$ cat src/rtl/console_tx_pkg.sv
// console_tx_pkg -- shared definitions for the console transmitter.
//   Register offsets (addr bit), STATUS bit positions, FSM state encoding
//   and the parity helper used by the frame builder.
package console_tx_pkg;

   localparam logic ADDR_TXDATA = 1'b0;
   localparam logic ADDR_STATUS = 1'b1;

   localparam int unsigned ST_EMPTY_BIT = 0;
   localparam int unsigned ST_FULL_BIT  = 1;
   localparam int unsigned ST_BUSY_BIT  = 2;
   localparam int unsigned ST_OVF_BIT   = 4;
   localparam int unsigned ST_COUNT_LSB = 8;

   typedef enum logic [2:0] {
      ST_IDLE,
      ST_START,
      ST_DATA,
      ST_PARITY,
      ST_STOP
   } tx_state_e;

   // Even parity: XOR of all data bits.
   function automatic logic even_parity(input logic [7:0] d);
      return ^d;
   endfunction

endpackage

$ cat src/rtl/console_tx_fifo.sv
// console_tx_fifo -- synchronous FIFO holding bytes waiting to be sent.
//   clk_i    : clock
//   rst_ni   : asynchronous active-low reset (empties the FIFO)
//   push_i   : push request; accepted when not full, or when full with a
//              simultaneous pop
//   data_i   : byte to push
//   pop_i    : pop request; ignored when empty
//   data_o   : head byte (valid while !empty_o)
//   full_o   : FIFO holds DEPTH entries
//   empty_o  : FIFO holds no entries
//   count_o  : number of entries held
module console_tx_fifo #(
   parameter int unsigned DEPTH = 8,
   parameter int unsigned WIDTH = 8
) (
   input  logic                     clk_i,
   input  logic                     rst_ni,
   input  logic                     push_i,
   input  logic [WIDTH-1:0]         data_i,
   input  logic                     pop_i,
   output logic [WIDTH-1:0]         data_o,
   output logic                     full_o,
   output logic                     empty_o,
   output logic [$clog2(DEPTH):0]   count_o
);

   localparam int unsigned AW = $clog2(DEPTH);
   localparam int unsigned CW = AW + 1;

   logic [WIDTH-1:0] mem [DEPTH];
   logic [AW-1:0]    wr_ptr_q, rd_ptr_q;
   logic [CW-1:0]    count_q;
   logic             push_ok, pop_ok;

   assign full_o  = (count_q == CW'(DEPTH));
   assign empty_o = (count_q == '0);
   assign count_o = count_q;
   assign data_o  = mem[rd_ptr_q];

   // A pop in the same cycle frees the slot, so a push into a full FIFO
   // still succeeds then.
   assign push_ok = push_i && (!full_o || pop_i);
   assign pop_ok  = pop_i && !empty_o;

   // Pointers are AW bits wide and DEPTH is a power of two, so they wrap
   // modulo DEPTH on their own.
   always_ff @(posedge clk_i or negedge rst_ni) begin
      if (!rst_ni) begin
         wr_ptr_q <= '0;
         rd_ptr_q <= '0;
         count_q  <= '0;
      end else begin
         if (push_ok) wr_ptr_q <= wr_ptr_q + AW'(1);
         if (pop_ok)  rd_ptr_q <= rd_ptr_q + AW'(1);
         case ({push_ok, pop_ok})
            2'b10:   count_q <= count_q + CW'(1);
            2'b01:   count_q <= count_q - CW'(1);
            default: count_q <= count_q;
         endcase
      end
   end

   always_ff @(posedge clk_i) begin
      if (push_ok) mem[wr_ptr_q] <= data_i;
   end

endmodule

$ cat src/rtl/console_tx.sv
// console_tx -- bus-mapped serial console transmitter with TX FIFO.
//   Optional feature macro: CONSOLE_TX_PARITY_EN (even parity bit,
//   11-bit frame); default build sends 10-bit frames.
//   clk   : clock
//   rst   : asynchronous active-low reset
//   sel   : bus access qualifier
//   we    : 1 = write, 0 = read
//   addr  : 0 = TXDATA, 1 = STATUS
//   wdata : write data ([7:0] TXDATA byte, [4] STATUS OVF clear)
//   rdata : read data, combinational from addr
//   tx    : serial line, idle high
//   idle  : FIFO empty and no frame on the line
module console_tx
   import console_tx_pkg::*;
#(
   parameter int unsigned CLK_DIV    = 434,
   parameter int unsigned FIFO_DEPTH = 8
) (
   input  logic        clk,
   input  logic        rst,
   input  logic        sel,
   input  logic        we,
   input  logic        addr,
   input  logic [31:0] wdata,
   output logic [31:0] rdata,
   output logic        tx,
   output logic        idle
);

   localparam int unsigned CW     = $clog2(FIFO_DEPTH) + 1;
   localparam logic [15:0] RELOAD = 16'(CLK_DIV - 1);

`ifdef CONSOLE_TX_PARITY_EN
   localparam tx_state_e AFTER_DATA = ST_PARITY;
`else
   localparam tx_state_e AFTER_DATA = ST_STOP;
`endif

   tx_state_e      state_q;
   logic [15:0]    cnt_q;
   logic [2:0]     bit_q;
   logic [7:0]     shift_q;
   logic           parity_q;
   logic           tx_q;
   logic           idle_q;
   logic           ovf_q, ovf_d;
   logic           line_bit;

   logic           fifo_full, fifo_empty;
   logic [7:0]     fifo_head;
   logic [CW-1:0]  fifo_count;
   logic           push, pop, overflow;
   logic           wr_txdata, wr_status;
   logic           unused_wdata;

   assign unused_wdata = ^wdata[31:8];

   assign wr_txdata = sel && we && (addr == ADDR_TXDATA);
   assign wr_status = sel && we && (addr == ADDR_STATUS);
   assign push      = wr_txdata;
   assign overflow  = wr_txdata && fifo_full && !pop;

   // Pop from IDLE, or at the last clock of STOP for back-to-back frames.
   assign pop = !fifo_empty &&
                ((state_q == ST_IDLE) || ((state_q == ST_STOP) && (cnt_q == '0)));

   console_tx_fifo #(
      .DEPTH (FIFO_DEPTH),
      .WIDTH (8)
   ) u_fifo (
      .clk_i   (clk),
      .rst_ni  (rst),
      .push_i  (push),
      .data_i  (wdata[7:0]),
      .pop_i   (pop),
      .data_o  (fifo_head),
      .full_o  (fifo_full),
      .empty_o (fifo_empty),
      .count_o (fifo_count)
   );

   // Overflow takes priority over a clear in the same cycle.
   always_comb begin
      ovf_d = ovf_q;
      if (wr_status && wdata[ST_OVF_BIT]) ovf_d = 1'b0;
      if (overflow)                       ovf_d = 1'b1;
   end

   always_comb begin
      line_bit = 1'b1;
      case (state_q)
         ST_START:  line_bit = 1'b0;
         ST_DATA:   line_bit = shift_q[0];
         ST_PARITY: line_bit = parity_q;
         default:   line_bit = 1'b1;
      endcase
   end

   // tx and idle are registered from the current state, so the line lags
   // the FSM by one clock; every bit still lasts CLK_DIV clocks.
   always_ff @(posedge clk or negedge rst) begin
      if (!rst) begin
         state_q  <= ST_IDLE;
         cnt_q    <= '0;
         bit_q    <= '0;
         shift_q  <= '0;
         parity_q <= 1'b0;
         tx_q     <= 1'b1;
         idle_q   <= 1'b1;
         ovf_q    <= 1'b0;
      end else begin
         ovf_q  <= ovf_d;
         tx_q   <= line_bit;
         idle_q <= (state_q == ST_IDLE) && fifo_empty && !push;
         if (pop) begin
            shift_q  <= fifo_head;
            parity_q <= even_parity(fifo_head);
            cnt_q    <= RELOAD;
            bit_q    <= '0;
            state_q  <= ST_START;
         end else if (state_q != ST_IDLE) begin
            if (cnt_q != '0) begin
               cnt_q <= cnt_q - 16'd1;
            end else begin
               cnt_q <= RELOAD;
               case (state_q)
                  ST_START: state_q <= ST_DATA;
                  ST_DATA: begin
                     if (bit_q == 3'd7) begin
                        state_q <= AFTER_DATA;
                     end else begin
                        bit_q   <= bit_q + 3'd1;
                        shift_q <= {1'b0, shift_q[7:1]};
                     end
                  end
                  ST_PARITY: state_q <= ST_STOP;
                  default:   state_q <= ST_IDLE;
               endcase
            end
         end
      end
   end

   assign tx   = tx_q;
   assign idle = idle_q;

   always_comb begin
      rdata = '0;
      if (addr == ADDR_STATUS) begin
         rdata[ST_COUNT_LSB +: 8] = 8'(fifo_count);
         rdata[ST_OVF_BIT]        = ovf_q;
         rdata[ST_BUSY_BIT]       = (state_q != ST_IDLE);
         rdata[ST_FULL_BIT]       = fifo_full;
         rdata[ST_EMPTY_BIT]      = fifo_empty;
      end
   end

endmodule

$ cat config.mk
export PLATFORM = sky130hd
export DESIGN_NAME = console_tx
export DESIGN_NICKNAME = d
export VERILOG_FILES = /design/src/rtl/console_tx_pkg.sv /design/src/rtl/console_tx_fifo.sv /design/src/rtl/console_tx.sv
export SDC_FILE = /design/constraint.sdc
export NUM_CORES = 1
export LEC_CHECK = 0
export CAP_MARGIN = 5
export CORE_UTILIZATION = 45
export DETAILED_ROUTE_END_ITERATION = 6
export GPL_TIMING_DRIVEN = 0
export PLACE_DENSITY = 0.68
export SLEW_MARGIN = 10
export SYNTH_ARGS = -nofsm -noshare
export SYNTH_HDL_FRONTEND = slang
export SYNTH_SLANG_ARGS = --single-unit
$ cat constraint.sdc
create_clock -name clk -period 4.8 [get_ports clk]
set_clock_uncertainty 0.2 [all_clocks]
set_input_delay 0.48 -clock clk [delete_from_list [all_inputs] [get_ports clk]]
set_output_delay 0.48 -clock clk [all_outputs]
set_load 0.01 [all_outputs]
==> Word level (Yosys, flattened, before mapping) <==
Memories as Yosys holds them, arrays and structs flattened.
Cells that the tools add are included.
{ "totals": {"ff_bits": 44, "ramBits": 64, "in_bits": 37, "word_cells": 87, "mem_count": 1} }
{ "classes": {"addsub": 6, "eq_ne": 11, "mux": 27, "bitwise_logic": 1, "n_reduce_logical": 30} }
{ "mem_list": {"columns": ["memory", "depth", "width", "read_ports", "rd_clocked_by_memory_dff", "write_ports", "line", "rtl"], "rows": [
  ["u_fifo.mem", 8, 8, 1, 0, 1, "console_tx_fifo.sv:30", "logic [WIDTH-1:0] mem [DEPTH];"]
]} }
{ "op_table": {"columns": ["op", "count"], "rows": [
  ["16-bit two-way mux", 3],
  ["8-bit two-way mux", 5],
  ["3-bit two-way mux", 10],
  ["16-bit logical NOT", 1],
  ["16-bit nonzero test", 1],
  ["16-bit by 1-bit subtractor with 16-bit output (second input constant)", 1],
  ["1-bit logical AND", 12],
  ["3-bit by 1-bit adder with 3-bit output (second input constant)", 3],
  ["3-bit case mux with 3 select lines", 1],
  ["4-bit case mux with 2 select lines", 1],
  ["2-bit nonzero test", 4],
  ["8-bit XOR reduction", 1],
  ["3-bit by 2-bit equality test with 1-bit output (second input constant)", 2],
  ["3-bit equality test (second input constant)", 2],
  ["1-bit two-way mux", 5],
  ["4-bit by 1-bit adder with 4-bit output (second input constant)", 1],
  ["4-bit equality test (second input constant)", 1],
  ["1-bit logical NOT", 4],
  ["4-bit logical NOT", 1],
  ["4-bit two-way mux", 1],
  ["2-bit != test (second input constant)", 2],
  ["4-bit AND reduction", 1],
  ["4-bit by 1-bit subtractor with 4-bit output (second input constant)", 1],
  ["3-bit by 1-bit equality test with 1-bit output (second input constant)", 1],
  ["other kinds (9)", 10]
]} }

==> Logic depth before layout (Yosys ltp) <==
{ "depth": {"depth_word": 8, "ltp_mapped": 16, "depth_no_buf": 14} }

==> Cells and area by module <==
From an unflattened synthesis, not the netlist that was laid out.
{ "unflattened": {"hier_cells": 382, "area_unflattened_um2": 5106.1} }
{ "modules_own_cells": {"columns": ["mod", "instances", "cells_per_inst", "area_per_inst_um2"], "rows": [
  ["console_tx_fifo", 1, 159, 3065.4],
  ["console_tx", 1, 223, 2040.7]
]} }

==> Least setup slack after synthesis <==
No wires, ideal clock.
{ "synth_path": {"path_kind": "reg2reg", "from": "reg cnt_q[0]", "to": "reg u_fifo.count_q[3], in the netlist u_fifo.count_o[3]", "setup_time_ns": 0.125, "t_arrival_ns": 3.419, "required_ns": 4.475, "setup_slack_ns": 1.056, "stages_incl_launch_ff": 17, "cell_sequence": "dfrtp_1 -> inv_1 -> ha_1 -> or4b_1 -> or4_4 -> buf_6 -> a211oi_4 -> and2_4 -> buf_8 -> buf_12 -> ha_1 -> ha_1 -> a21o_1 -> a21oi_1 -> xnor2_1 -> nor2_1 -> xor2_1"} }
{ "synth_via": {"word_cells_on_any_way": 11, "cone_classes": "eq/ne (2); mux (1); reduce/logical (8)"} }
{ "synth_rtl": {"columns": ["item", "line", "rtl"], "rows": [
  ["start: declaration", "console_tx.sv:40", "logic [15:0] cnt_q;"],
  ["start signal: assignment", "console_tx.sv:123", "cnt_q <= cnt_q - 16'd1;"],
  ["16-bit logical NOT (*)", "console_tx.sv:65", "((state_q == ST_IDLE) || ((state_q == ST_STOP) && (cnt_q == '0)));"],
  ["1-bit logical AND (*)", "console_tx.sv:65", null],
  ["1-bit logical OR (*)", "console_tx.sv:65", null],
  ["1-bit logical AND (*)", "console_tx.sv:64", "assign pop = !fifo_empty &&"],
  ["1-bit logical AND (*)", "console_tx_fifo.sv:43", "assign pop_ok = pop_i && !empty_o;"],
  ["via u_fifo.pop_ok", "console_tx_fifo.sv:33", "logic push_ok, pop_ok;"],
  ["2-bit by 1-bit equality test with 1-bit output / 2-bit equality test (equally long branches)", "console_tx_fifo.sv:55", "case ({push_ok, pop_ok})"],
  ["4-bit case mux with 2 select lines / 2-bit nonzero test (equally long branches)", null, null],
  ["end signal: assignment", "console_tx_fifo.sv:56", "2'b10: count_q <= count_q + CW'(1);"],
  ["end signal: assignment", "console_tx_fifo.sv:57", "2'b01: count_q <= count_q - CW'(1);"],
  ["end signal: assignment", "console_tx_fifo.sv:58", "default: count_q <= count_q;"],
  ["end: declaration", "console_tx_fifo.sv:32", "logic [CW-1:0] count_q;"]
]} }
Mark *: on every way through the listed nets, which the timed path passes. The rest lies on a longest branch.
A chain may end at the register's enable or synchronous reset.

==> Worst setup path in the final report <==
Same ends and word-level chain as after synthesis.

==> run summary <==
Largest net degree at the start of global routing = 28
Global-route wire length before repair = 14100 um
Unrepaired setup endpoints after global routing = false
Cell count of the worst reg-to-reg path = 16
Commonest non-fill, non-tap cell in the layout = edfxtp_1
Worst setup SP type = flip-flop
Max Freq = 249 MHz
N_diodes = 0
Non-Filler Instances = 557
CTS max path bufs = 2
Status = completed
Placed insts = 540
Top Ports = 71
Drt via density = 4.97
Fin util = 0.539
WP data required = 4.86 ns
Worst vdd ir = 241 uV
Ys async rst share = 0.407
DRT iter0 DRCs = 109
Die area = 11400 um^2
Root Driver = clkbuf_8
Synthesized flop and latch total = 108
Tot GR Track Use = 0.165
Max-Cap Viols = 0
Power density cells = 323 nW/um^2
Total CTS buffers = 9
Antenna Violating Nets Remaining = 0
Hold path depth = 2
CTS tree = yes
CTS sink cnt = 108
DR DRC count = 0
Synth Warn # = 0
Clock-pin slew on the worst setup and hold paths = 0.10 ns
Chip height = 107 um
Die X = 107 um
Leakage = 2.21 nW
Cell count after synthesis = 356
Final period util = 0.836
Met2 wire length = 4300 um
CP max FO = 10
Synthesized area = 4960 um^2
Storage element area = 3030 um^2
Area growth from synthesis to layout = 14.3%
Fill cells = 891
Gr ovfl total = 0
Routed WL = 8350 um
Vias in the first global route = 2866
Nets = 462
Post-synth EDFFs = 64
H-tree Lvls = 3
Final Hold Viols = 0
Most frequent cells in the layout = 64 x edfxtp_1, 42 x dfrtp_1, 31 x nand2_1, 28 x nor2_1, 26 x buf_4
Hold WC Path Type = flip-flop to flip-flop
Final setup viols = 0
Count of cell types in the netlist = 49
TritonRoute pass-1 iters = 4
Gp weighted congestion = 0.753
Min Clock Period, post-route = 4.01 ns
Design area = 5670 um^2
Slew HR = 0.265
Postcts setup bufs = 0
Multi-input gate area = 1730 um^2
Initial core utilization = 0.472
Port Buffers = 22
HPWL Detailed = 5870 um
Core outline area = 10500 um^2
Via Count = 2769
Layout cells sized above 1 = 0.211
Synth Flop Type = edfxtp_1
Max layer used = met4
Syn Area/Cell = 13.9 um^2
Placed cell area = 5470 um^2
Drt wl/cell = 15.0 um
Final setup TNS = 0 ns
Slew at the pin closest to its max-slew limit = 1.08 ns
Setup Crit Path Kind = flip-flop to flip-flop
Clk_lat worst skew = 0.37 ns
Final Max Slew Viols = 0
Arr. time, crit path = 4.07 ns
Seq/Total Area, Yosys = 0.610
Initial antenna violation count = 0
Critical Path Sink Type = flip-flop
Met3 routed WL = 301 um
Rows = 37
M1 WL = 3540 um
[state kept, by name, indices dropped and copies added, names as in the netlist, 3 cells and up]
signal,count
u_fifo.mem,64
u_fifo.count_o,4
u_fifo.wr_ptr_q,3
u_fifo.rd_ptr_q,3
bit_q,3
shift_q,8
cnt_q,16
state_q,3
[layer usage]
metal  vias up  track usage
met2        53        0.287
li1       1346            -
met5         -            0
met4         0       0.0665
met1      1355        0.193
met3        15       0.0444
[what timing repair did]
item | in CTS | in global routing
gates resized for setup | 0 | 0
endpoints found under the setup margin | 0 | 0
hold buffers | 1 | 0
endpoints found under the hold margin | 16 | 0
[synth_stat cells (3+ instances only)]
cell type / instances / area (um^2)
nand3_1: 3 / 15.0
mux2i_1: 9 / 90.1
mux2_2: 10 / 113
o21ai_1: 4 / 20.0
clkbuf_1: 5 / 18.8
xor2_1: 10 / 87.6
nand2_1: 31 / 116
buf_2: 3 / 15.0
dfrtp_1: 42 / 1050
or3_1: 3 / 18.8
xnor2_1: 19 / 166
o21ai_0: 9 / 45.0
ha_1: 8 / 100
or4_4: 3 / 33.8
edfxtp_1: 64 / 1920
a21oi_1: 3 / 15.0
inv_1: 8 / 30.0
nor3_1: 9 / 45.0
nor2_1: 28 / 105
nand2b_1: 4 / 25.0
and2_1: 7 / 43.8
mux4_2: 16 / 360
buf_4: 24 / 180
[cell families after synthesis]
group | Yosys count | share of synthesized area
XOR/XNOR | 29 | 0.0512
buffers and inverters | 44 | 0.0593
flip-flops | 108 | 0.610
AO/OA/AOI/OAI | 29 | 0.0396
adder cells (fa/ha/maj) | 9 | 0.0242
AND/OR/NAND/NOR | 101 | 0.101
multiplexers | 35 | 0.114
other | 1 | 0.000756
[cell type report]
cell class                 count  share of cell area
multi-input combinational    227               0.306
buffer                        36              0.0466
clock inverter                 6             0.00950
inverter                       8             0.00530
sequential                   108               0.534
tap                          136              0.0300
timing repair buffer          26              0.0459
clock buffer                  10              0.0225
[power breakdown]
group          switching (mW)  leakage [nW]  internal [mW]
logic                   0.114         0.996          0.115
registers              0.0499          1.12           1.04
clock network           0.317        0.0951          0.200
total                   0.481          2.21           1.35
[worst paths after layout]
kind | startpoint | end | slack, ns
setup / recovery | cnt_q[0] | u_fifo.count_o[3] | 0.79
hold / removal | shift_q[0] | shift_q[0] | 0.29
setup reg to reg | cnt_q[0] | u_fifo.count_o[3] | 0.79
hold reg to reg | shift_q[0] | shift_q[0] | 0.29
max in group asynchronous | rst | idle | 3.47
min in group asynchronous | rst | cnt_q[5] | 0.37
[critical path: stages (launching register included)]
cell and delay, ns:
dfrtp_1 0.43, inv_1 0.07, ha_1 0.20, or4b_1 0.44, or4_4 0.55, buf_6 0.16, a211oi_4 0.27, and2_4 0.19
buf_8 0.12, buf_12 0.13, ha_1 0.20, ha_1 0.24, a21o_1 0.17, a21oi_1 0.17, xnor2_1 0.15, nor2_1 0.07
xor2_1 0.14
[metrics by stage]
stage               hold WS [ns]  worst slack, ns  power, mW
floorplan                -0.0156             1.06       1.24
global placement           0.265            0.423       1.32
detailed placement         0.241            0.777       1.34
CTS                        0.297            0.753       1.85
global route               0.326            0.548       1.92
finish                     0.292            0.787       1.83
Power figures use the tool's default switching activity.
